**src/rtl/bsg_mc_link_credit_gate.sv**
```systemverilog
// bsg_mc_link_credit_gate
//
// Forward-path credit gate for one manycore proc link, BP clock domain.
// Outgoing forward packets are held in a 2-entry in-order buffer and are
// released toward the fwd CDC link only while outstanding-request credits
// remain. Returning reverse responses restore credits. A fence stops issue
// until every outstanding request has been answered.
//
// Optional feature macro: BSG_MC_CREDIT_GATE_ERROR_EN
//   defined   : error_o is a sticky credit-overflow flag and a simulation
//               assertion fires on overflow.
//   undefined : error_o is tied low. The counter still saturates at max.

module bsg_mc_link_credit_gate
  #(// Payload width. No meaningful default exists, so every instance must
    // set this explicitly. The default only keeps stand-alone lint happy.
    parameter int packet_width_p = 32
   ,parameter int max_out_credits_p = 32
   ,localparam int credit_width_lp = $clog2(max_out_credits_p+1)
   )
  (input  logic                       clk_i
  ,input  logic                       reset_i

  ,input  logic [packet_width_p-1:0]  fwd_data_i
  ,input  logic                       fwd_v_i
  ,output logic                       fwd_ready_o

  ,output logic [packet_width_p-1:0]  fwd_data_o
  ,output logic                       fwd_v_o
  ,input  logic                       fwd_ready_i

  ,input  logic                       resp_v_i
  ,input  logic                       fence_i
  ,output logic                       fence_done_o

  ,output logic [credit_width_lp-1:0] credits_o
  ,output logic                       idle_o
  ,output logic                       error_o
  );

  localparam logic [credit_width_lp-1:0] max_credits_lp =
    credit_width_lp'(max_out_credits_p);

  typedef enum logic [0:0] {
    S_NORMAL = 1'b0,
    S_DRAIN  = 1'b1
  } state_e;

  // Buffer storage and occupancy
  logic [packet_width_p-1:0] mem_q [2];
  logic                      wptr_q, rptr_q;
  logic [1:0]                count_q, count_d;
  logic                      full, empty;
  logic                      enq, deq;

  // Credit / fence control
  logic [credit_width_lp-1:0] credits_q, credits_d;
  state_e                     state_q, state_d;
  logic                       fence_done_q, fence_done_d;
  logic                       idle_q, idle_d;

  assign full  = (count_q == 2'd2);
  assign empty = (count_q == 2'd0);

  // Ready only reflects buffer space; credits and fences never backpressure
  // the tile, so packets keep accumulating during a drain.
  assign fwd_ready_o = ~reset_i & ~full;

  // Valid is decided from the current state only, so a dequeue in the cycle
  // a fence arrives still completes.
  assign fwd_v_o    = ~reset_i & ~empty & (credits_q != '0) & (state_q == S_NORMAL);
  assign fwd_data_o = mem_q[rptr_q];

  assign enq = fwd_v_i & fwd_ready_o;
  assign deq = fwd_v_o & fwd_ready_i;

  // Payload storage; contents are only meaningful under the occupancy count.
  always_ff @(posedge clk_i) begin
    if (enq) begin
      mem_q[wptr_q] <= fwd_data_i;
    end
  end

  // Next occupancy from simultaneous enqueue/dequeue.
  always_comb begin
    count_d = count_q;
    case ({enq, deq})
      2'b10:   count_d = count_q + 2'd1;
      2'b01:   count_d = count_q - 2'd1;
      default: count_d = count_q;
    endcase
  end

  // Buffer pointers and occupancy; reset discards anything buffered.
  always_ff @(posedge clk_i) begin
    if (reset_i) begin
      wptr_q  <= 1'b0;
      rptr_q  <= 1'b0;
      count_q <= 2'd0;
    end else begin
      if (enq) wptr_q <= ~wptr_q;
      if (deq) rptr_q <= ~rptr_q;
      count_q <= count_d;
    end
  end

  // Credit counter: a dequeue spends one, a response returns one, both
  // together cancel. A return at max saturates instead of wrapping.
  always_comb begin
    credits_d = credits_q;
    if (resp_v_i & ~deq) begin
      if (credits_q != max_credits_lp) begin
        credits_d = credits_q + 1'b1;
      end
    end else if (deq & ~resp_v_i) begin
      credits_d = credits_q - 1'b1;
    end
  end

  // Fence FSM: leave DRAIN as soon as the upcoming credit value shows every
  // request answered; the done pulse lands in the first NORMAL cycle.
  always_comb begin
    state_d      = state_q;
    fence_done_d = 1'b0;
    case (state_q)
      S_NORMAL: begin
        if (fence_i) state_d = S_DRAIN;
      end
      S_DRAIN: begin
        if (credits_d == max_credits_lp) begin
          state_d      = S_NORMAL;
          fence_done_d = 1'b1;
        end
      end
      default: state_d = S_NORMAL;
    endcase
  end

  assign idle_d = (credits_d == max_credits_lp) & (count_d == 2'd0);

  // Control registers: FSM state, done pulse, credit count and idle flag.
  always_ff @(posedge clk_i) begin
    if (reset_i) begin
      state_q      <= S_NORMAL;
      fence_done_q <= 1'b0;
      credits_q    <= max_credits_lp;
      idle_q       <= 1'b1;
    end else begin
      state_q      <= state_d;
      fence_done_q <= fence_done_d;
      credits_q    <= credits_d;
      idle_q       <= idle_d;
    end
  end

  assign fence_done_o = fence_done_q;
  assign credits_o    = credits_q;
  assign idle_o       = idle_q;

`ifdef BSG_MC_CREDIT_GATE_ERROR_EN
  logic overflow;
  logic error_q;

  // A response arriving with nothing outstanding means the far side returned
  // more credits than were spent.
  assign overflow = resp_v_i & ~deq & (credits_q == max_credits_lp);

  // Sticky overflow flag, cleared only by reset.
  always_ff @(posedge clk_i) begin
    if (reset_i) begin
      error_q <= 1'b0;
    end else if (overflow) begin
      error_q <= 1'b1;
    end
  end

  assign error_o = error_q;

  a_no_credit_overflow: assert property (
    @(posedge clk_i) disable iff (reset_i) !overflow
  ) else $error("bsg_mc_link_credit_gate: credit overflow");
`else
  assign error_o = 1'b0;
`endif

endmodule

```
**config.mk**
```make
export PLATFORM = sky130hd
export DESIGN_NAME = bsg_mc_link_credit_gate
export DESIGN_NICKNAME = d
export VERILOG_FILES = /design/src/rtl/bsg_mc_link_credit_gate.sv
export SDC_FILE = /design/constraint.sdc
export NUM_CORES = 1
export LEC_CHECK = 0
export BUFFER_PORTS_ARGS = -buffer_cell sky130_fd_sc_hd__buf_2
export CAP_MARGIN = 15
export CORE_MARGIN = 4
export CORE_UTILIZATION = 35
export DETAILED_ROUTE_END_ITERATION = 12
export SYNTH_ARGS = -nofsm -noshare
export SYNTH_HDL_FRONTEND = slang
export SYNTH_SLANG_ARGS = --single-unit
```
**constraint.sdc**
```tcl
create_clock -name clk_i -period 2.8 [get_ports clk_i]
set_input_delay 0.56 -clock clk_i [delete_from_list [all_inputs] [get_ports clk_i]]
set_output_delay 0.56 -clock clk_i [all_outputs]
set_load 0.005 [all_outputs]
```
Word-level counts from Yosys, hierarchy flattened

Memory sizes are Yosys's and may differ from the RTL's. A register that Yosys moved wholly into a read port is not among the register bits.
Cells that the tools add are included.

Bits in registers: 13
Memories: 1
Logic and storage cells: 50
Memory bits (writable): 64
Output and inout port bits: 43
Input bits: 38

Memories:

| memory | depth | width | read ports | clocked after memory_dff | wr ports | RTL line | source |
|---|---|---|---|---|---|---|---|
| mem_q  | 2     | 32    | 1          | 1                        | 1        | 50       | `logic [packet_width_p-1:0] mem_q [2];` |

Bitwise gates (word level): 17
Add/subtract/negate cells: 4
Muxes and demuxes: 12
Equal/unequal tests: 5
Reduce and logical (&&, ||, !) cells: 4

Operator list:

| kind                                                                   | count |
|---|---|
| 6-bit two-way mux                                                      | 3 |
| 1-bit AND                                                              | 9 |
| 1-bit inverter                                                         | 8 |
| 1-bit two-way mux                                                      | 7 |
| 6-bit by 1-bit adder with 6-bit output (second input constant)         | 1 |
| 6-bit equality test (second input constant)                            | 1 |
| 6-bit inequality test (second input constant)                          | 1 |
| 6-bit nonzero test                                                     | 1 |
| 6-bit by 1-bit subtractor with 6-bit output (second input constant)    | 1 |
| 2-bit equality test (second input constant)                            | 2 |
| 2-bit logical NOT                                                      | 2 |
| 2-bit one-hot mux with 2 select lines                                  | 1 |
| 2-bit by 1-bit adder with 2-bit output (second input constant)         | 1 |
| 2-bit by 1-bit equality test with 1-bit output (second input constant) | 1 |
| 1-bit one-hot mux with 2 select lines                                  | 1 |
| 2-bit OR reduction                                                     | 1 |
| 2-bit by 1-bit subtractor with 2-bit output (second input constant)    | 1 |

Longest topological paths before layout

Gate-level depths: netlist (run 1).

Depth in word-level cells: 12
Gate-level depth with buffers: 12
Gate-level depth less buffers: 11

Worst setup path before layout (run 1)

No wires, ideal clock.

Kind: input -> register
Start: in reset_i
End: mem mem_q[0][0], enable pin
Data required time: 2.379 ns
Stages: 3
Setup time: 0.421 ns
Slack: 0.111 ns
Buffers on the path: 0
Arrival time: 2.268 ns
Path through: a21oi_1 -> nand2_1 -> nor2_1

Longest elaborated chain between the ends: 5

RTL lines:

| what                                    | RTL line | source |
|---|---|---|
| start, declared                         | 22       | `,input logic reset_i` |
| 1-bit inverter                          | 67       | `assign fwd_ready_o = ~reset_i & ~full;` |
| 1-bit AND                               | 67       |  |
| 1-bit AND                               | 74       | `assign enq = fwd_v_i & fwd_ready_o;` |
| 1-bit two-way mux                       | 79       | `if (enq) begin` |
| 1-bit two-way mux (implied by the code) | 80       | `mem_q[wptr_q] <= fwd_data_i;` |
| end, declared                           | 50       |  |

No other way between the ends.

Final worst setup path (run 1)

Start: reg credits_q[1], in the netlist credits_o[1]
End: reg state_q

Longest elaborated chain between the ends: 10
Elaborated cells between the ends (all ways): 16
Classes of those cells: 2 x add/sub; 2 x eq/ne; 5 x mux; 6 x bitwise; 1 x reduce/logical

RTL lines:

| what                                                  | RTL line | source |
|---|---|---|
| start, declared                                       | 57       | `logic [credit_width_lp-1:0] credits_q, credits_d;` |
| start signal, assigned                                | 146      | `credits_q <= max_credits_lp;` |
| start signal, assigned                                | 151      | `credits_q <= credits_d;` |
| 6-bit nonzero test                                    | 71       | `assign fwd_v_o = ~reset_i & ~empty & (credits_q != '0) & (state_q == S_NORMAL);` |
| 1-bit AND (2 in a row)                                | 71       |  |
| 1-bit AND                                             | 75       | `assign deq = fwd_v_o & fwd_ready_i;` |
| 1-bit AND / 1-bit inverter (equally long branches)    | 115, 111 |  |
| 6-bit two-way mux / 1-bit AND (equally long branches) | 115, 111 |  |
| 6-bit two-way mux (*)                                 | 111      | `if (resp_v_i & ~deq) begin` |
| 6-bit equality test (*)                               | 130      | `if (credits_d == max_credits_lp) begin` |
| 1-bit two-way mux (*)                                 | 130      |  |
| 1-bit one-hot mux with 2 select lines (*)             | 125      | `case (state_q)` |
| end signal, assigned                                  | 149      | `state_q <= state_d;` |
| end, declared                                         | 58       | `state_e state_q, state_d;` |

Mark *: on every way between the ends. The rest lies on a longest branch, timed or not.
A chain may end at the register's enable or synchronous reset.

==> impl_metrics.tcl, run 1 <==
set metrics [dict create \
    fin_crit_ps 2610 \
    seq_area_frac_synth 0.686 \
    setup_tns_ps 0 \
    grt_pass1_wl_um 10300 \
    cts_buffers 9 \
    antenna_found_initial 0 \
    p_leak_nw 1.55 \
    drc_errors 0 \
    slowest_delay_ps 520 \
    drt_iter0_markers 91 \
    core_area_um2 8810 \
    htree_levels 3 \
    crit_fanout 7 \
    fmax_mhz 383 \
    p_int_mw 2.01 \
    syn_nets 257 \
    p_clk_frac 0.339 \
    power_frac_seq 0.513 \
    ys.warnings.count 0 \
    dpl.hpwl_um 4430 \
    num_vias 2088 \
    synth_cell_types 47 \
    async_flop_share 0 \
    switchingPower_mw 0.632 \
    syn_inst 215 \
    end_kind "register" \
    regToRegSetupSlack_ps 190 \
    first_pass_iters 4 \
    syn2layout_area_growth_pct 25.2 \
    worstPathArrival_ps 2830 \
    diodes 0 \
    grt_pass1_vias 2062 \
    drv_cap 0 \
    ctsLongestPathBuffers 2 \
    fin_cells 417 \
    fin_skew_ps 5.61 \
    rows 34 \
    hold_class "in2reg" \
    ctsHoldBuffers 0 \
    root_buffer "clkbuf_8" \
    maxSlewViolCount 0 \
    synth_seq_cells 78 \
    die_width_um 104 \
    routed_wl_um 6440 \
    nets 346 \
    clk_pin_slew_ps 80 \
    antenna_left 0 \
    critPathLaunchType "register" \
    synth_area_um2 3210 \
    grt_max_degree 33 \
    clock_sinks 78 \
    synthFlopType "edfxtp_1" \
    die_area_um2 10800 \
    setup_viol 0 \
    ios 81 \
    via_per_inst 5.01 \
    cp.required_ps 3020 \
    wl_per_cell_um 15.4 \
    grt_overflow 0 \
    period_share 0.932 \
    layout-drive-gt1-share 0.463 \
    p_comb_frac 0.148 \
    outcome "finished, final reports clean" \
    power.density_nw_per_um2 656 \
    cp_slowest_cell "or4b_4" \
    initial_core_util 0.365 \
    rsz0062_at_grt "no" \
    insertion_delay_ps 330 \
    dp.cells 398 \
    worstSetupPathType "reg2reg" \
    tritoncts "built" \
    final_common_cell "buf_2" \
    synth_area_per_cell_um2 14.9 \
    fin_hold_ws_ps 407 \
    fillCellCount 822 \
    io_buffer_count 79 \
    sw_frac_of_total 0.240 \
    synth-edff-count 64 \
    die_y_um 104 \
    grt_usage 0.121 \
    gp_congestion 0.882 \
    final_cell_mix "79 x buf_2, 64 x edfxtp_1, 32 x mux2_2" \
    ir_drop_mv 0.275 \
    hold_viol_final 0 \
    path_cells "inv_1, ha_1, or4b_4, o2111ai_4, buf_4, o211ai_1, o21ai_0, nand4_1, o41a_1" \
]
==> layout make-up <==
class	count	area (µm²)	area share
well taps	108	135	0.0336
clock inverters	6	85.1	0.0212
flip-flops and latches	78	2200	0.548
repair buffers	89	495	0.123
multi-input cells	117	941	0.234
inverters	9	33.8	0.00840
clock buffers	10	128	0.0317
==> final timing paths <==
kind / start / cells past startpoint / endpoint
worst max-delay path: credits_o[1]$_SDFF_PP0_ / 9 / state_q$_SDFF_PP0_
worst min-delay path: fwd_data_i[1] / 1 / mem_q[0][1]$_DFFE_PP_
worst max register to register: credits_o[1]$_SDFF_PP0_ / 9 / state_q$_SDFF_PP0_
worst min register to register: state_q$_SDFF_PP0_ / 2 / fence_done_o$_SDFF_PP0_
==> per-stage QoR <==
stage	worst slack (ps)	power, mW	cell area, µm²	util
floorplan	111	1.61	3210	-
global placement	206	1.75	3770	0.429
detailed placement	136	1.75	3770	0.429
CTS	103	2.65	3990	0.453
global route	67.8	2.78	4020	0.457
finish	192	2.64	4020	0.457
==> flip-flops by register name, indices dropped and copies added, names as in the netlist, named ones only <==
signal,cells
wptr_q,1
count_q,2
fence_done_o,1
credits_o,6
rptr_q,1
idle_o,1
mem_q,64
state_q,1
==> power by group through the flow <==
| stage | registers [mW] | logic, mW | clock network, mW |
|---|---|---|---|
| floorplan | 1.38 | 0.232 | 0 |
| global placement | 1.38 | 0.373 | 0 |
| detailed placement | 1.38 | 0.374 | 0 |
| CTS | 1.35 | 0.377 | 0.921 |
| global route | 1.36 | 0.435 | 0.981 |
| finish | 1.35 | 0.391 | 0.894 |
==> worst max-delay path, delay by kind of cell, from the launching register on <==
family / cells / cell delay (ps)
AOI/OAI and AO/OA: 4 / 900
adders and majority gates: 1 / 170
buffers and inverters: 2 / 280
DFF: 1 / 360
and+or+nand+nor: 2 / 780
==> per-layer routing <==
metal / share of wire / GRT usage / vias up
met5: 0 / 0 / -
met4: 0.021 / 0.0427 / 0
met3: 0.065 / 0.0286 / 15
met2: 0.48 / 0.206 / 85
met1: 0.43 / 0.151 / 1003
li1: - / - / 985
==> synth_stat cells, types with 2 or more instances <==
library cell   n  share of area
o21ai_0        3         0.0047
nand2_1        8         0.0093
inv_1          8         0.0093
dfxtp_1       14          0.087
edfxtp_1      64           0.60
buf_1          3         0.0035
clkbuf_1       5         0.0058
ha_1           4          0.016
mux2_2        32           0.11
nand4_1        3         0.0058
or3_1          2         0.0039
and2_1         2         0.0039
xor2_1         3         0.0082
and3_1         3         0.0058
nor4_1         3         0.0058
nand3_1        5         0.0078
xnor2_1        3         0.0082
a31oi_1        2         0.0039
a21oi_1        5         0.0078
nor2_1        16          0.019
==> repair_timing <==
action	in CTS	in global routing
setup buffers	0	3
endpoints found under the setup margin	0	1
endpoints found under the hold margin	0	0
resized for setup	0	2
==> cells by family (layout without fill, tap and decap cells) <==
logic type                 Yosys count  count (layout)  synth area share
DFF                                 78              78             0.686
other                                1               1           0.00117
xor gates and xnor gates             6               6            0.0164
adders and majority gates            4               4            0.0156
muxes                               33              33             0.115
buffers and inverters               20             114            0.0273
AOI/OAI and AO/OA                   22              22            0.0561
and+or+nand+nor                     51              51            0.0826
Note: power is estimated with default switching activity, not from simulation.
==> inputs of run 2 (changes only) <==
- PLACE_DENSITY: default -> 0.57
==> impl_metrics.tcl, run 2 (synthesized netlist as in run 1, its figures left out) <==
set metrics [dict create \
    outcome "finished, final reports clean" \
    hold_class "in2reg" \
    syn2layout_area_growth_pct 24.2 \
    rows 34 \
    gp_congestion 0.857 \
    fin_crit_ps 2540 \
    fmax_mhz 394 \
    worstSetupPathType "reg2reg" \
    root_buffer "clkbuf_8" \
    end_kind "register" \
    routed_wl_um 6360 \
    drc_errors 0 \
    fin_util 0.453 \
    rsz0062_at_grt "no" \
    htree_levels 3 \
    clk_pin_slew_ps 90 \
    insertion_delay_ps 340 \
    grt_pass1_wl_um 10500 \
    ctsHoldBuffers 0 \
    nets 345 \
    setup_viol 0 \
    initial_core_util 0.365 \
    via_per_inst 4.88 \
    fin_hold_ws_ps 400 \
    cp.required_ps 3030 \
    tritoncts "built" \
    ios 81 \
    grt_max_degree 33 \
    antenna_found_initial 0 \
    io_buffer_count 79 \
    grt_pass1_vias 2151 \
    p_leak_nw 1.53 \
    die_width_um 104 \
    grt_usage 0.123 \
    power.density_nw_per_um2 662 \
    crit_fanout 7 \
    drv_cap 0 \
    die_area_um2 10800 \
    diodes 0 \
    drt_iter0_markers 57 \
    critPathLaunchType "register" \
    grt_overflow 0 \
    clock_sinks 78 \
    final_cell_mix "79 x buf_2, 64 x edfxtp_1, 32 x mux2_2" \
    hold_viol_final 0 \
    fin_skew_ps 6.08 \
    worstPathArrival_ps 2770 \
    reg2regPathDepth 8 \
    ctsLongestPathBuffers 2 \
    core_area_um2 8810 \
    final_common_cell "buf_2" \
    top_register "mem_q" \
    maxSlewViolCount 0 \
    hold_depth 1 \
    antenna_left 0 \
    cts_buffers 9 \
    dpl.hpwl_um 4380 \
    ir_drop_mv 0.270 \
    die_y_um 104 \
    num_vias 2032 \
    layout-drive-gt1-share 0.468 \
    setup_tns_ps 0 \
    wl_per_cell_um 15.3 \
    largest_register_ff_count 64 \
    first_pass_iters 4 \
    period_share 0.908 \
]
==> run 2: changes by cell type in the layout (fill, tap and decap cells not counted) <==
cell,previous run,this run
and3_1,3,2
and3_2,0,1
buf_12,2,0
buf_4,8,9
clkbuf_1,1,0
clkinv_1,2,1
clkinvlp_4,0,2
o41ai_1,0,1
o41ai_2,1,0
==> run 2: path summary, 6_finish.rpt <==
| path | from | end | slack [ps] |
|---|---|---|---|
| worst max-delay path | credits_o[1]$_SDFF_PP0_ | state_q$_SDFF_PP0_ | 260 |
| worst min-delay path | fwd_data_i[9] | mem_q[1][9]$_DFFE_PP_ | 400 |
| worst max register to register | credits_o[1]$_SDFF_PP0_ | state_q$_SDFF_PP0_ | 260 |
| worst min register to register | state_q$_SDFF_PP0_ | fence_done_o$_SDFF_PP0_ | 480 |
==> run 2: layout make-up <==
| type | count | area (µm²) |
|---|---|---|
| clock buffers | 9 | 124 |
| clock inverters | 7 | 96.3 |
| fillers | 821 | 4820 |
| inverters | 9 | 33.8 |
| multi-input cells | 117 | 935 |
| flip-flops and latches | 78 | 2200 |
| well taps | 108 | 135 |
| repair buffers | 88 | 463 |
==> run 2: report_power, final <==
part	switching (mW)	total, mW	internal (mW)
clock	0.408	0.911	0.503
sequential	0.0348	1.36	1.32
combinational	0.198	0.375	0.177
total	0.641	2.64	2.00
==> run 2: what timing repair did <==
item	CTS	global route
gates resized for setup	0	1
setup endpoints to repair	0	1
setup buffers	0	2
==> run 2: through the flow <==
| stage | std cells | instance area (µm²) | setup WS [ps] | power, mW |
|---|---|---|---|---|
| 4_1_cts | 414 | 3970 | 93.7 | 2.67 |
| 3_3_place_gp | 398 | 3750 | 225 | 1.74 |
| 2_1_floorplan | 215 | 3210 | 111 | 1.61 |
| 6_report | 416 | 3990 | 259 | 2.64 |
| 5_1_grt | 416 | 3990 | 50.8 | 2.77 |
| 3_5_place_dp | 398 | 3750 | 113 | 1.75 |
==> run 2: metal layers <==
metal	part of all wire	vias to the layer above	track usage
li1	-	982	-
met1	0.44	961	0.152
met2	0.47	77	0.192
met3	0.063	12	0.0429
met4	0.025	0	0.0598
met5	0	-	0
==> run 2: critical path, stage by stage, from the launching register on <==
cell and delay (ps):
dfxtp_1 370, inv_1 120, ha_1 160, or4b_4 510, o2111ai_4 250, buf_4 190
nor3_2 50, o32a_1 380, o41a_1 410
